File: config.mk
export PLATFORM = sky130hd
export DESIGN_NAME = spram_access_arbiter_flat
export DESIGN_NICKNAME = d
export VERILOG_FILES = /design/src/rtl/spram_access_arbiter_pkg.sv /design/src/rtl/spram_access_arbiter_if.sv /design/src/rtl/spram_access_arbiter_pick.sv /design/src/rtl/spram_access_arbiter.sv /design/src/flat_wrapper.sv
export SDC_FILE = /design/constraint.sdc
export NUM_CORES = 1
export LEC_CHECK = 0
export ABC_AREA = 1
export CORE_MARGIN = 2
export CORE_UTILIZATION = 45
export CTS_BUF_LIST = sky130_fd_sc_hd__clkbuf_4 sky130_fd_sc_hd__clkbuf_8
export DETAILED_ROUTE_END_ITERATION = 10
export HOLD_SLACK_MARGIN = 0.02
export PLACE_DENSITY_LB_ADDON = 0.3
export SYNTH_ARGS = -nofsm -noshare
export SYNTH_HDL_FRONTEND = slang
export SYNTH_SLANG_ARGS = --single-unit
export TNS_END_PERCENT = 10
File: constraint.sdc
create_clock -name clk -period 3.74 [get_ports clk]
set_input_delay 0.374 -clock clk [delete_from_list [all_inputs] [get_ports clk]]
set_output_delay 0.374 -clock clk [all_outputs]
set_load 0.03 [all_outputs]
File: src/rtl/spram_access_arbiter_pkg.sv
`default_nettype none
// ============================================================================
// Module  : spram_arb_pkg
// Brief   : Shared types and default sizes for the single-port RAM arbiter.
// Revision: 1.0 - initial release
// ============================================================================
package spram_arb_pkg;

  localparam int c_def_aw     = 6;
  localparam int c_def_dw     = 8;
  localparam int c_def_rd_lat = 1;

  typedef enum logic [1:0] {
    IDLE   = 2'd0,
    ISSUE  = 2'd1,
    RDWAIT = 2'd2
  } state_e;

  typedef enum logic {
    OWN_HOST = 1'b0,
    OWN_ANL  = 1'b1
  } owner_e;

endpackage
`default_nettype wire

File: src/rtl/spram_access_arbiter_if.sv
`default_nettype none
// ============================================================================
// Module  : spram_access_arbiter_if
// Brief   : One requester port of the RAM arbiter (request, grant, read return).
// Revision: 1.0 - initial release
// ============================================================================
interface spram_access_arbiter_if #(
  parameter int AW = spram_arb_pkg::c_def_aw,
  parameter int DW = spram_arb_pkg::c_def_dw
) ();

  logic          req;
  logic          we;
  logic [AW-1:0] addr;
  logic [DW-1:0] wdata;
  logic          gnt;
  logic          rvalid;
  logic [DW-1:0] rdata;

  modport master (output req, we, addr, wdata, input  gnt, rvalid, rdata);
  modport slave  (input  req, we, addr, wdata, output gnt, rvalid, rdata);

endinterface
`default_nettype wire

File: src/rtl/spram_access_arbiter_pick.sv
`default_nettype none
// ============================================================================
// Module  : spram_arb_pick
// Brief   : Combinational winner select; SPRAM_ARB_RR_EN selects round-robin,
//           otherwise the annealer has fixed priority.
// Revision: 1.0 - initial release
// ============================================================================
module spram_arb_pick
  import spram_arb_pkg::*;
(
  input  logic   host_req,
  input  logic   anl_req,
  input  owner_e fav,
  output logic   any_req,
  output owner_e winner,
  output owner_e fav_nxt
);

  assign any_req = host_req | anl_req;

`ifdef SPRAM_ARB_RR_EN
  logic contested;

  // fav names the port that wins the next tie; it moves to the loser.
  always_comb begin
    contested = host_req & anl_req;
    winner    = anl_req ? OWN_ANL : OWN_HOST;
    fav_nxt   = fav;
    if (contested) begin
      winner  = fav;
      fav_nxt = (fav == OWN_HOST) ? OWN_ANL : OWN_HOST;
    end
  end
`else
  always_comb begin
    winner  = anl_req ? OWN_ANL : OWN_HOST;
    fav_nxt = fav;
  end
`endif

endmodule
`default_nettype wire

File: src/rtl/spram_access_arbiter.sv
`default_nettype none
// ============================================================================
// Module  : spram_access_arbiter
// Brief   : Serialises host and annealer accesses onto one registered 64x8
//           single-port RAM; SPRAM_ARB_RR_EN enables round-robin ties.
// Revision: 1.0 - initial release
// ============================================================================
module spram_access_arbiter
  import spram_arb_pkg::*;
#(
  parameter int AW     = c_def_aw,
  parameter int DW     = c_def_dw,
  parameter int RD_LAT = c_def_rd_lat
) (
  input  logic                  clk,
  input  logic                  rst_n,
  spram_access_arbiter_if.slave host,
  spram_access_arbiter_if.slave anl,
  output logic [AW-1:0]         ram_addr,
  output logic                  ram_we,
  output logic [DW-1:0]         ram_data,
  input  logic [DW-1:0]         ram_q,
  output logic                  busy
);

  state_e        state_q, state_d;
  owner_e        owner_q, owner_d;
  owner_e        fav_q, fav_d;
  logic [1:0]    lat_cnt_q, lat_cnt_d;
  logic [AW-1:0] ram_addr_q, ram_addr_d;
  logic [DW-1:0] ram_data_q, ram_data_d;
  logic          ram_we_q, ram_we_d;
  logic          host_gnt_q, host_gnt_d, anl_gnt_q, anl_gnt_d;
  logic          host_rvalid_q, host_rvalid_d, anl_rvalid_q, anl_rvalid_d;
  logic [DW-1:0] host_rdata_q, host_rdata_d, anl_rdata_q, anl_rdata_d;

  logic   any_req;
  owner_e winner, fav_nxt;

  spram_arb_pick u_pick (
    .host_req (host.req),
    .anl_req  (anl.req),
    .fav      (fav_q),
    .any_req  (any_req),
    .winner   (winner),
    .fav_nxt  (fav_nxt)
  );

  always_comb begin
    state_d       = state_q;
    owner_d       = owner_q;
    fav_d         = fav_q;
    lat_cnt_d     = lat_cnt_q;
    ram_addr_d    = ram_addr_q;
    ram_data_d    = ram_data_q;
    ram_we_d      = 1'b0;
    host_gnt_d    = 1'b0;
    anl_gnt_d     = 1'b0;
    host_rvalid_d = 1'b0;
    anl_rvalid_d  = 1'b0;
    host_rdata_d  = host_rdata_q;
    anl_rdata_d   = anl_rdata_q;

    case (state_q)
      IDLE: begin
        if (any_req) begin
          owner_d    = winner;
          fav_d      = fav_nxt;
          ram_addr_d = (winner == OWN_ANL) ? anl.addr  : host.addr;
          ram_data_d = (winner == OWN_ANL) ? anl.wdata : host.wdata;
          ram_we_d   = (winner == OWN_ANL) ? anl.we    : host.we;
          host_gnt_d = (winner == OWN_HOST);
          anl_gnt_d  = (winner == OWN_ANL);
          state_d    = ISSUE;
        end
      end
      ISSUE: begin
        if (ram_we_q) begin
          state_d = IDLE;
        end else begin
          lat_cnt_d = 2'(RD_LAT - 1);
          state_d   = RDWAIT;
        end
      end
      RDWAIT: begin
        if (lat_cnt_q == 2'd0) begin
          if (owner_q == OWN_ANL) begin
            anl_rvalid_d = 1'b1;
            anl_rdata_d  = ram_q;
          end else begin
            host_rvalid_d = 1'b1;
            host_rdata_d  = ram_q;
          end
          state_d = IDLE;
        end else begin
          lat_cnt_d = lat_cnt_q - 2'd1;
        end
      end
      default: state_d = IDLE;
    endcase
  end

  always_ff @(posedge clk or negedge rst_n) begin
    if (!rst_n) begin
      state_q       <= IDLE;
      owner_q       <= OWN_HOST;
      fav_q         <= OWN_HOST;
      lat_cnt_q     <= 2'd0;
      ram_addr_q    <= '0;
      ram_data_q    <= '0;
      ram_we_q      <= 1'b0;
      host_gnt_q    <= 1'b0;
      anl_gnt_q     <= 1'b0;
      host_rvalid_q <= 1'b0;
      anl_rvalid_q  <= 1'b0;
      host_rdata_q  <= '0;
      anl_rdata_q   <= '0;
    end else begin
      state_q       <= state_d;
      owner_q       <= owner_d;
      fav_q         <= fav_d;
      lat_cnt_q     <= lat_cnt_d;
      ram_addr_q    <= ram_addr_d;
      ram_data_q    <= ram_data_d;
      ram_we_q      <= ram_we_d;
      host_gnt_q    <= host_gnt_d;
      anl_gnt_q     <= anl_gnt_d;
      host_rvalid_q <= host_rvalid_d;
      anl_rvalid_q  <= anl_rvalid_d;
      host_rdata_q  <= host_rdata_d;
      anl_rdata_q   <= anl_rdata_d;
    end
  end

  assign ram_addr    = ram_addr_q;
  assign ram_data    = ram_data_q;
  assign ram_we      = ram_we_q;
  assign busy        = (state_q != IDLE);
  assign host.gnt    = host_gnt_q;
  assign host.rvalid = host_rvalid_q;
  assign host.rdata  = host_rdata_q;
  assign anl.gnt     = anl_gnt_q;
  assign anl.rvalid  = anl_rvalid_q;
  assign anl.rdata   = anl_rdata_q;

endmodule
`default_nettype wire

File: src/flat_wrapper.sv
// flat-port wrapper written by rule: the top's interface ports become plain ports
module spram_access_arbiter_flat import spram_arb_pkg::*;
#(
  parameter int AW     = c_def_aw,
  parameter int DW     = c_def_dw,
  parameter int RD_LAT = c_def_rd_lat
)
  (clk, rst_n, ram_addr, ram_we, ram_data, ram_q, busy, host_req, host_we, host_addr, host_wdata, host_gnt, host_rvalid, host_rdata, anl_req, anl_we, anl_addr, anl_wdata, anl_gnt, anl_rvalid, anl_rdata);
  spram_access_arbiter_if #(.AW(AW), .DW(DW)) host_i ();
  spram_access_arbiter_if #(.AW(AW), .DW(DW)) anl_i ();
  input  logic clk;
  input  logic rst_n;
  output logic [AW-1:0] ram_addr;
  output logic ram_we;
  output logic [DW-1:0] ram_data;
  input  logic [DW-1:0] ram_q;
  output logic busy;
  input wire logic [$bits(host_i.req)-1:0] host_req;
  input wire logic [$bits(host_i.we)-1:0] host_we;
  input wire logic [$bits(host_i.addr)-1:0] host_addr;
  input wire logic [$bits(host_i.wdata)-1:0] host_wdata;
  output wire logic [$bits(host_i.gnt)-1:0] host_gnt;
  output wire logic [$bits(host_i.rvalid)-1:0] host_rvalid;
  output wire logic [$bits(host_i.rdata)-1:0] host_rdata;
  input wire logic [$bits(anl_i.req)-1:0] anl_req;
  input wire logic [$bits(anl_i.we)-1:0] anl_we;
  input wire logic [$bits(anl_i.addr)-1:0] anl_addr;
  input wire logic [$bits(anl_i.wdata)-1:0] anl_wdata;
  output wire logic [$bits(anl_i.gnt)-1:0] anl_gnt;
  output wire logic [$bits(anl_i.rvalid)-1:0] anl_rvalid;
  output wire logic [$bits(anl_i.rdata)-1:0] anl_rdata;
  assign host_i.req = host_req;
  assign host_i.we = host_we;
  assign host_i.addr = host_addr;
  assign host_i.wdata = host_wdata;
  assign host_gnt = host_i.gnt;
  assign host_rvalid = host_i.rvalid;
  assign host_rdata = host_i.rdata;
  assign anl_i.req = anl_req;
  assign anl_i.we = anl_we;
  assign anl_i.addr = anl_addr;
  assign anl_i.wdata = anl_wdata;
  assign anl_gnt = anl_i.gnt;
  assign anl_rvalid = anl_i.rvalid;
  assign anl_rdata = anl_i.rdata;
  spram_access_arbiter #(.AW(AW), .DW(DW), .RD_LAT(RD_LAT)) u_core (.clk(clk), .rst_n(rst_n), .host(host_i), .anl(anl_i), .ram_addr(ram_addr), .ram_we(ram_we), .ram_data(ram_data), .ram_q(ram_q), .busy(busy));
endmodule
; Word-level counts from Yosys, hierarchy flattened
; Cells that the tools add are included.
[word_totals]
elab_cells = 54
register_bits = 40
inputBits = 42
out_inout_bits = 36
[op_classes]
reduce_logical = 9
n_eq_ne = 6
muxes = 23
bitwise_logic = 3
addsub = 1
[ops]
columns = op, n
row1 = $mux W1, 14
row2 = $mux W2, 5
row3 = $reduce_and A3 Y1, 3
row4 = $mux W8, 1
row5 = $mux W6, 1
row6 = $pmux W2 S3, 1
row7 = $logic_not A2 Y1, 2
row8 = $ne A2 B1 Y1 const B, 2
row9 = $ne A2 B2 Y1 const B, 2
row10 = $pmux W2 S2, 1
row11 = $reduce_and A2 Y1, 2
row12 = $reduce_bool A2 Y1, 2
row13 = $eq A2 B1 Y1 const B, 1
row14 = $eq A2 B2 Y1 const B, 1
row15 = $not A1 Y1, 2
row16 = $sub A2 B1 Y2 const B, 1
row17 = $or A1 B1 Y1, 1

; Depth between registers and ports, before layout
; Gate-level depths: netlist (run 1).
[depth]
ltp_word = 4
depth_mapped = 8
mapped_depth_nobuf = 7

; Hierarchy
; A second synthesis (run 1) with hierarchy kept.
[unflattened]
hier_cells = 224
area_unflattened_um2 = 1800.5
[modules_own_cells]
columns = mod, area_per_inst_um2, cells_per_inst, seq_area_each_um2, instances
row1 = spram_access_arbiter, 1774.2, 219, 1026.0, 1
row2 = spram_arb_pick, 26.3, 5, 0.0, 1

; Worst setup path before layout (run 1)
; OpenSTA, ideal clock, no wires.
[synth_timing]
path_kind = reg2reg
from = register u_core.state_q[0]
to = register u_core.ram_addr_q[3], in the netlist u_core.ram_addr[3]
path_slack_ns = 2.372
setup_ns = 0.118
stages_incl_launch_ff = 9
arrival_time_ns = 1.250
required_time_ns = 3.622
period_less_slack_ns = 1.368
cell_sequence = dfrtp_1 > inv_1 > ha_1 > inv_2 > nor2_8 > inv_4 > buf_6 > nand2_1 > nand2_1
[synth_via]
elab_chain_cells = 2
[synth_lines]
columns = element, line_no
row1 = start: declaration, spram_access_arbiter.sv:26  ; state_e state_q, state_d;
row2 = start signal: assignment, spram_access_arbiter.sv:119  ; state_q <= state_d;
row3 = $logic_not A2 Y1, spram_access_arbiter.sv:64  ; case (state_q)
row4 = $reduce_and A2 Y1 (no source line), -
row5 = end signal: assignment, spram_access_arbiter.sv:123  ; ram_addr_q <= ram_addr_d;
row6 = end: declaration, spram_access_arbiter.sv:30  ; logic [AW-1:0] ram_addr_q, ram_addr_d;
; Every way passes these cells.
; A chain may end at the register's enable or synchronous reset.

; Final worst setup path (run 1)
[layout_timing]
from = register u_core.state_q[0]
to = output busy
[layout_via]
elab_chain_cells = 1
[layout_lines]
columns = element, line_no
row1 = $reduce_bool A2 Y1, spram_access_arbiter.sv:138  ; assign busy = (state_q != IDLE);
row2 = end: declaration, flat_wrapper.sv:17  ; output logic busy;
; Every way passes these cells.

==> results of run 1 <==
[final cells by class]
type | instances | area share
clock buffer | 6 | 0.02992
inverter | 21 | 0.02947
clock inverter | 2 | 0.01405
tap | 50 | 0.02267
sequential | 40 | 0.3626
timing repair buffer | 77 | 0.2774
multi-input combinational | 157 | 0.2638
[worst max-delay path, cell delays in order, from the launching register on]
cell and delay, ns:
dfrtp_1 0.38, inv_1 0.10, ha_1 0.27, inv_2 0.13
clkdlybuf4s50_1 0.68
[layer usage]
layer | GRT usage | vias up | wire length (um)
li1 | - | 840 | -
met1 | 0.2283 | 694 | 1706
met2 | 0.2921 | 74 | 1767
met3 | 0.06743 | 2 | 416
met4 | 0.07500 | 0 | 19
met5 | 0 | - | 0
[how the worst max path moves through the flow]
stage | startpoint | to | slack, ns | depth (start not counted)
floorplan | u_core.state_q[0] | u_core.ram_addr[3] | 2.37 | 8
global placement | anl_req | u_core.ram_data[7] | 1.80 | 6
detailed placement | anl_req | u_core.ram_data[4] | 1.75 | 6
CTS | u_core.state_q[0] | busy | 1.50 | 4
global route | u_core.state_q[1] | busy | 1.46 | 4
finish | u_core.state_q[0] | busy | 1.53 | 4
[sequential cells by signal (all words and copies together), names as in the netlist]
signal / count
u_core.anl.rdata: 8
u_core.host.rdata: 8
u_core.ram_addr: 6
u_core.anl.gnt: 1
u_core.anl.rvalid: 1
u_core.owner_q: 1
u_core.ram_data: 8
u_core.lat_cnt_q: 2
u_core.host.rvalid: 1
u_core.ram_we: 1
u_core.host.gnt: 1
u_core.state_q: 2
[report_power, final]
part,switching [uW],total (uW),internal [uW]
clock,149,367,218
combinational,718,1200,482
sequential,99.9,723,623
[kinds of logic (layout without fill, tap and decap cells)]
family                     after synthesis  count (layout)  synth area share
DFF                                     40              40            0.5366
adders and majority gates                7               7           0.04695
and+or+nand+nor                        133             133            0.2978
buffers and inverters                   28             106           0.07310
AOI/OAI and AO/OA                       17              17           0.04561
[cells in the final DEF, fill, tap and decap left out, types with 2 or more instances in the layout]
cell | Yosys | layout
nand2_1 | 118 | 118
clkdlybuf4s50_1 | 0 | 76
dfrtp_1 | 40 | 40
inv_1 | 18 | 18
o21ai_1 | 16 | 16
ha_1 | 7 | 7
clkbuf_8 | 0 | 6
nor2_1 | 4 | 4
nand3_1 | 4 | 4
inv_2 | 2 | 2
nand3_2 | 2 | 2
nor2_8 | 2 | 2
nand4_1 | 2 | 2
[per-stage QoR]
step / std cells / util / setup WS (ns) / power (uW) / hold slack, ns
detailed placement: 345 / 0.6597 / 1.750 / 1943 / 0.4517
CTS: 353 / 0.6900 / 1.503 / 2318 / 0.2244
global route: 353 / 0.6900 / 1.457 / 2455 / 0.2760
finish: 353 / 0.6900 / 1.527 / 2290 / 0.2044
floorplan: 225 / - / 2.372 / 1465 / 0.07841
global placement: 345 / 0.6597 / 1.800 / 1917 / 0.4549
[cell usage after synthesis]
library cell	n	share of area
dfrtp_1	40	0.54
nor3_1	1	0.0027
nor2_1	4	0.0080
inv_2	2	0.0040
ha_1	7	0.047
inv_4	1	0.0034
buf_2	2	0.0054
inv_1	18	0.036
nand3_1	4	0.011
a21oi_1	1	0.0027
nor2_8	2	0.021
buf_6	2	0.012
nand2_1	118	0.24
o21ai_1	16	0.043
buf_4	3	0.012
nand3_2	2	0.011
nand4_1	2	0.0067
==> run_results.csv, run 1 <==
group,metric,value,unit
status,status,"finished clean",
cells_and_area,final_area,2760,um2
cells_and_area,multi_input_area,728.2,um2
sta,finalSetupViolations,0,
cts,h-tree-depth,2,
route,firstDrtPassIters,6,
power_and_ir_drop,ir_drop,0.3557,mV
sta,fin_crit,2.213,ns
placed_design,placed_area,2639,um2
critical_path,worstPathArrival,1.84,ns
power_and_ir_drop,p_per_area,829.5,nW/um2
sta,rsz0062_at_grt,"no",
cells_and_area,final_net_count,351,
critical_path,end_kind,"primary output",
cts,cts.clk_slew.worst_paths,0.08,ns
sta,hold_viol,0,
grt,overflow,0,
sta,relSlewSlack,0.4166,
sta,worst_slew_pin_slew,0.8750,ns
critical_path,cp-start-kind,"flop",
floorplanning,core_area,4000,um2
sta,fmax,0.4519,GHz
cells_and_area,diodes,0,
cts,cts_inserted_buffers,5,
cts,cts_tree,"built",
route,wire_per_inst,11.07,um
synth,synth_area,1866,um2
min_path,min_path_type,"in2async",
grt,antenna_found_initial,0,
grt,grt_pass1_wl,6417,um
cts,postCtsSetupBuffers,0,
cts,cts_resized,0,
floorplanning,die_x,68.39,um
cts,cts_buffer_depth,2,
floorplanning,initial_utilization,0.4664,
sta,post-route-period-util,0.5916,
critical_path,reg2regPathDepth,7,
grt,track_usage,0.1849,
power_and_ir_drop,leakage,0.001418,uW
synth,synth_fp_nets,274,
synth,synth_cells,225,
route,routed_wl,3909,um
cts,clock_latency,0.29,ns
sta,clock_skew,0.008946,ns
cts,cts-root-buf,"clkbuf_8",
synth,seq_area_frac_synth,0.5366,
cells_and_area,layout-drive-gt1-share,0.05281,
floorplanning,boundaryPins,78,
run,cap_violations,0,
synth,yosysWarnings,0,
critical_path,r2r-end,"u_core.ram_addr[3]",
sta,setup-tns-final,0,ns
route,dr_total_vias,1610,
critical_path,critPathKind,"reg2out",
cts,ctsHoldBuffers,0,
route,postRouteAntennaNets,0,
floorplanning,num_rows,23,
route,vias_per_cell,4.561,
synth,avgSynthCellArea,8.291,um2
floorplanning,die_h,68.39,um
placed_design,place_hpwl,3037,um
floorplanning,fp.dieArea,4677,um2
cells_and_area,num-fill-cells,340,
synth,synth_seq_cells,40,
critical_path,path_max_fanout,4,
placed_design,routabilityCongestion,0.7807,
cts,clock-sinks,40,
synth,synth_cell_types,17,
cells_and_area,area.sequential,1001,um2
grt,grt_pass1_vias,1482,
route,drtIter0Drc,104,
route,drc,0,
grt,grt_max_degree,41,
placed_design,io_buffers,77,
critical_path,r2r-start,"u_core.state_q[0]",
sta,drv_slew,0,
cells_and_area,syn2layout_area_growth,47.95,%
critical_path,r2r_setup_slack,2.29,ns
critical_path,required,3.37,ns
Power figures use the tool's default switching activity.
==> run 2, diff against run 1 <==
--- a/config.mk
+++ b/config.mk
@@ -7,7 +7,7 @@
 export LEC_CHECK = 0
 export ABC_AREA = 1
 export CORE_MARGIN = 2
-export CORE_UTILIZATION = 45
+export CORE_UTILIZATION = 44
 export CTS_BUF_LIST = sky130_fd_sc_hd__clkbuf_4 sky130_fd_sc_hd__clkbuf_8
 export DETAILED_ROUTE_END_ITERATION = 10
 export HOLD_SLACK_MARGIN = 0.02
==> constraint.sdc (replaced) <==
create_clock -name clk -period 2.26 [get_ports clk]
set_input_delay 0.226 -clock clk [delete_from_list [all_inputs] [get_ports clk]]
set_output_delay 0.226 -clock clk [all_outputs]
set_load 0.03 [all_outputs]
==> run_results.csv, run 2 (synthesis gave the netlist of run 1 again) <==
group,metric,value,unit
status,status,"finished clean",
floorplanning,num_rows,23,
route,vias_per_cell,4.511,
cells_and_area,final_core_util,0.6870,
critical_path,crit_buf_inv,3,
run,cap_violations,0,
placed_design,placed_cells,346,
grt,grt_max_degree,41,
cts,cts_buffer_depth,2,
critical_path,cp.depth,4,
cts,ctsHoldBuffers,0,
cts,postCtsSetupBuffers,0,
power_and_ir_drop,ir_drop,0.5063,mV
grt,grt_pass1_vias,1557,
route,dr_total_vias,1597,
min_path,min_path_type,"in2async",
critical_path,r2r-end,"u_core.ram_addr[1]",
critical_path,reg2regPathDepth,7,
floorplanning,die_x,69.12,um
cells_and_area,layout-drive-gt1-share,0.05592,
cts,clock-sinks,40,
floorplanning,die_h,69.12,um
sta,drv_slew,0,
power_and_ir_drop,clkPwrFrac,0.160,
critical_path,path_delay_family,"buffers and inverters",
cells_and_area,layout_common_cells,"nand2_1 (118), clkdlybuf4s50_1 (76), dfrtp_1 (40)",
cells_and_area,area.sequential,1001,um2
placed_design,place_ws,0.5200,ns
critical_path,path_max_fanout,4,
cells_and_area,multi_input_area,728.2,um2
sta,finalSetupViolations,0,
grt,grt_pass1_wl,6831,um
cts,cts_inserted_buffers,5,
sta,fin_crit,2.050,ns
sta,clock_skew,0.008798,ns
power_and_ir_drop,p_seq_frac,0.316,
sta,post-route-period-util,0.9073,
cts,cts_tree,"built",
cts,cts-root-buf,"clkbuf_8",
critical_path,path_cells,"inv_1 -> ha_1 -> inv_2 -> clkdlybuf4s50_1",
sta,fmax,0.4877,GHz
cells_and_area,num-fill-cells,335,
placed_design,routabilityCongestion,0.8168,
placed_design,place_hpwl,2953,um
route,wire_per_inst,10.68,um
critical_path,worstPathArrival,1.82,ns
sta,rsz0062_at_grt,"no",
route,postRouteAntennaNets,0,
route,routed_wl,3781,um
placed_design,io_buffers,77,
floorplanning,fp.dieArea,4777,um2
cells_and_area,final_area,2768,um2
critical_path,cpPeakStageDelay,0.68,ns
grt,track_usage,0.1781,
cells_and_area,final_common_cell,"nand2_1",
power_and_ir_drop,p_per_area,1370,nW/um2
sta,relSlewSlack,0.4485,
power_and_ir_drop,netSwitchingFraction,0.4220,
route,firstDrtPassIters,4,
grt,overflow,0,
placed_design,placed_area,2646,um2
power_and_ir_drop,combinationalPowerShare,0.525,
power_and_ir_drop,p_int,2191,uW
critical_path,cp-endpoint,"busy",
critical_path,cp-start-kind,"flop",
cells_and_area,final_net_count,352,
critical_path,required,2.03,ns
critical_path,cp_slowest_cell,"clkdlybuf4s50_1",
power_and_ir_drop,power.switching,1600,uW
cells_and_area,instances_no_fill,354,
power_and_ir_drop,leakage,0.001422,uW
critical_path,r2r-start,"u_core.state_q[0]",
cells_and_area,diodes,0,
floorplanning,core_area,4029,um2
critical_path,critPathKind,"reg2out",
floorplanning,boundaryPins,78,
sta,fin_ws,0.2095,ns
floorplanning,initial_utilization,0.4630,
cts,cts_resized,0,
sta,setup-tns-final,0,ns
cts,clock_latency,0.30,ns
cts,h-tree-depth,2,
cts,cts.clk_slew.worst_paths,0.07,ns
sta,hold_viol,0,
sta,worst_slew_pin_slew,0.8272,ns
critical_path,startpoint,"u_core.state_q[0]",
route,drtIter0Drc,99,
cells_and_area,syn2layout_area_growth,48.36,%
grt,antenna_found_initial,0,
route,drc,0,
critical_path,end_kind,"primary output",
critical_path,r2r_setup_slack,0.78,ns
-- run 2: through the flow --
step	hold slack, ns	total power, uW
after floorplan	-0.06959	2424
after global placement	0.3889	3173
after detailed placement	0.3893	3220
after CTS	0.06692	3834
after global routing	0.1099	4060
final	0.02799	3791
-- run 2: worst register-to-register path, delay by kind of cell, from the launching register on --
| family | cells | cell delay [ns] |
|---|---|---|
| DFF | 1 | 0.40 |
| and+or+nand+nor | 3 | 0.38 |
| adders and majority gates | 1 | 0.24 |
| buffers and inverters | 3 | 0.35 |
-- run 2: power groups by stage --
| stage | Combinational (uW) | Clock, uW | Sequential, uW |
|---|---|---|---|
| after detailed placement | 2010 | 0 | 1210 |
| after CTS | 2010 | 619 | 1200 |
| after global routing | 2170 | 646 | 1250 |
| after global placement | 1970 | 0 | 1200 |
| final | 1990 | 605 | 1200 |
| after floorplan | 663 | 0 | 1760 |
-- run 2: layout make-up --
class,count,share of cell area
clock inverter,2,0.01401
inverter,21,0.02939
clock buffer,6,0.02984
sequential,40,0.3617
tap,50,0.02260
multi-input combinational,157,0.2631
timing repair buffer,78,0.2794
-- run 2: how the worst min path moves through the flow --
stage          cells after the start  slack [ns]              endpoint
6_report                           1        0.03    u_core.host.rvalid
4_1_cts                            1        0.07   u_core.anl.rdata[5]
3_3_place_gp                       1        0.39        u_core.anl.gnt
5_1_grt                            1        0.11  u_core.host.rdata[4]
2_1_floorplan                      0       -0.07        u_core.anl.gnt
3_5_place_dp                       1        0.39    u_core.host.rvalid
-- run 2: per-layer routing --
| layer | part of all wire | global-route usage |
|---|---|---|
| met1 | 0.41 | 0.2099 |
| met2 | 0.47 | 0.2842 |
| met3 | 0.10 | 0.06579 |
| met5 | 0 | 0 |
| met4 | 0.019 | 0.09150 |
==> run 3, diff against run 2 <==
--- a/config.mk
+++ b/config.mk
@@ -7,8 +7,7 @@
 export LEC_CHECK = 0
 export ABC_AREA = 1
 export CORE_MARGIN = 2
-export CORE_UTILIZATION = 44
-export CTS_BUF_LIST = sky130_fd_sc_hd__clkbuf_4 sky130_fd_sc_hd__clkbuf_8
+export CORE_UTILIZATION = 42
 export DETAILED_ROUTE_END_ITERATION = 10
 export HOLD_SLACK_MARGIN = 0.02
 export PLACE_DENSITY_LB_ADDON = 0.3
==> run_results.csv, run 3 (synthesis gave the netlist of run 1 again) <==
group,metric,value,unit
placed_design,io_buffers,77,
min_path,min_path_type,"in2async",
grt,overflow,0,
cells_and_area,num-fill-cells,411,
sta,hold_viol,0,
route,firstDrtPassIters,4,
status,status,"finished clean",
placed_design,placed_cells,348,
route,routed_wl,3921,um
power_and_ir_drop,ir_drop,0.6079,mV
cts,h-tree-depth,2,
grt,track_usage,0.1702,
grt,antenna_found_initial,0,
critical_path,path_cells,"inv_1 -> ha_1 -> inv_2 -> clkdlybuf4s50_1",
sta,fmax,0.4900,GHz
route,vias_per_cell,4.524,
sta,fin_crit,2.041,ns
cells_and_area,diodes,0,
grt,grt_pass1_wl,6782,um
critical_path,path_max_fanout,4,
run,cap_violations,0,
cells_and_area,area.sequential,1001,um2
cts,cts_inserted_buffers,5,
critical_path,cp-start-kind,"flop",
critical_path,reg2regPathDepth,7,
floorplanning,num_rows,24,
power_and_ir_drop,power.total,3697,uW
sta,fin_ws,0.2193,ns
cts,ctsHoldBuffers,0,
cells_and_area,final_net_count,352,
placed_design,place_hpwl,3003,um
critical_path,cpPeakStageDelay,0.68,ns
floorplanning,boundaryPins,78,
cells_and_area,instances_no_fill,355,
route,postRouteAntennaNets,0,
critical_path,r2r-start,"u_core.state_q[0]",
cells_and_area,syn2layout_area_growth,47.15,%
placed_design,place_ws,0.5276,ns
cts,clock-sinks,40,
cts,cts_resized,0,
cts,cts.clk_slew.worst_paths,0.08,ns
critical_path,critPathKind,"reg2out",
floorplanning,initial_utilization,0.4314,
cells_and_area,multi_input_area,728.2,um2
sta,drv_slew,0,
critical_path,r2r-end,"u_core.ram_data[0]",
sta,clock_skew,0.005518,ns
floorplanning,core_area,4324,um2
critical_path,cp_slowest_cell,"clkdlybuf4s50_1",
critical_path,r2r_setup_slack,0.81,ns
sta,finalSetupViolations,0,
route,dr_total_vias,1606,
route,drc,0,
critical_path,end_kind,"primary output",
cts,clock_latency,0.29,ns
cells_and_area,layout_common_cells,"nand2_1 (118), clkdlybuf4s50_1 (76), dfrtp_1 (40)",
cts,postCtsSetupBuffers,0,
route,drtIter0Drc,95,
sta,relSlewSlack,0.4336,
power_and_ir_drop,leakage,0.001411,uW
sta,rsz0062_at_grt,"no",
grt,grt_max_degree,41,
power_and_ir_drop,p_per_area,1347,nW/um2
cells_and_area,final_common_cell,"nand2_1",
critical_path,required,2.03,ns
grt,grt_pass1_vias,1572,
floorplanning,die_x,70.65,um
sta,worst_slew_pin_slew,0.8497,ns
floorplanning,die_h,70.65,um
sta,post-route-period-util,0.9030,
cts,cts_tree,"built",
placed_design,routabilityCongestion,0.7855,
floorplanning,fp.dieArea,4991,um2
cells_and_area,layout-drive-gt1-share,0.05281,
cts,cts_buffer_depth,2,
critical_path,worstPathArrival,1.81,ns
cts,cts-root-buf,"clkbuf_8",
route,wire_per_inst,11.05,um
sta,setup-tns-final,0,ns
## run 3: cell types whose count changed in the layout (fill, tap and decap cells not counted), sizes merged
cell	before	now
clkinv	1	0
bufinv	1	0
clkbuf	6	7
## run 3: critical path: cells and delay by family, from the launching register on
family,cells,cell delay (ns)
adder cells (fa/ha/maj),1,0.25
flip-flops,1,0.38
buffers and inverters,3,0.90
## run 3: power breakdown
group	leakage [uW]	internal [uW]	switching (uW)	total, uW
registers	0.000501	1030	172	1200
logic	0.000861	798	1180	1980
clock network	0.0000503	272	241	512
total	0.00141	2100	1590	3700
## run 3: cell type report
| cell class | instances | area share |
|---|---|---|
| Timing Repair Buffer | 78 | 0.2817 |
| Clock buffer | 7 | 0.03510 |
| Multi-Input combinational cell | 157 | 0.2653 |
| Sequential cell | 40 | 0.3646 |
| Tap cell | 52 | 0.02370 |
| Inverter | 21 | 0.02963 |
## run 3: how the worst max path moves through the flow
stage                                 start                  to  slack (ns)
final                     u_core.state_q[0]                busy        0.22
after global routing      u_core.state_q[0]                busy        0.13
after CTS                 u_core.state_q[0]                busy        0.20
after detailed placement  u_core.state_q[1]                busy        0.53
after global placement    u_core.state_q[0]                busy        0.56
after floorplan           u_core.state_q[0]  u_core.ram_addr[3]        0.89
## run 3: metal layers
| layer | part of all wire | track usage |
|---|---|---|
| met3 | 0.078 | 0.06268 |
| met1 | 0.43 | 0.1991 |
| met4 | 0.015 | 0.05660 |
| met5 | 0 | 0 |
| met2 | 0.48 | 0.2914 |
## run 3: stage by stage
| step | util | hold slack (ns) | cell area [um2] |
|---|---|---|---|
| finish | 0.6348 | 0.03911 | 2745 |
| global route | 0.6348 | 0.1133 | 2745 |
| CTS | 0.6348 | 0.07716 | 2745 |
| detailed placement | 0.6126 | 0.3959 | 2649 |
| global placement | 0.6126 | 0.3897 | 2649 |
| floorplan | - | -0.06959 | 1866 |
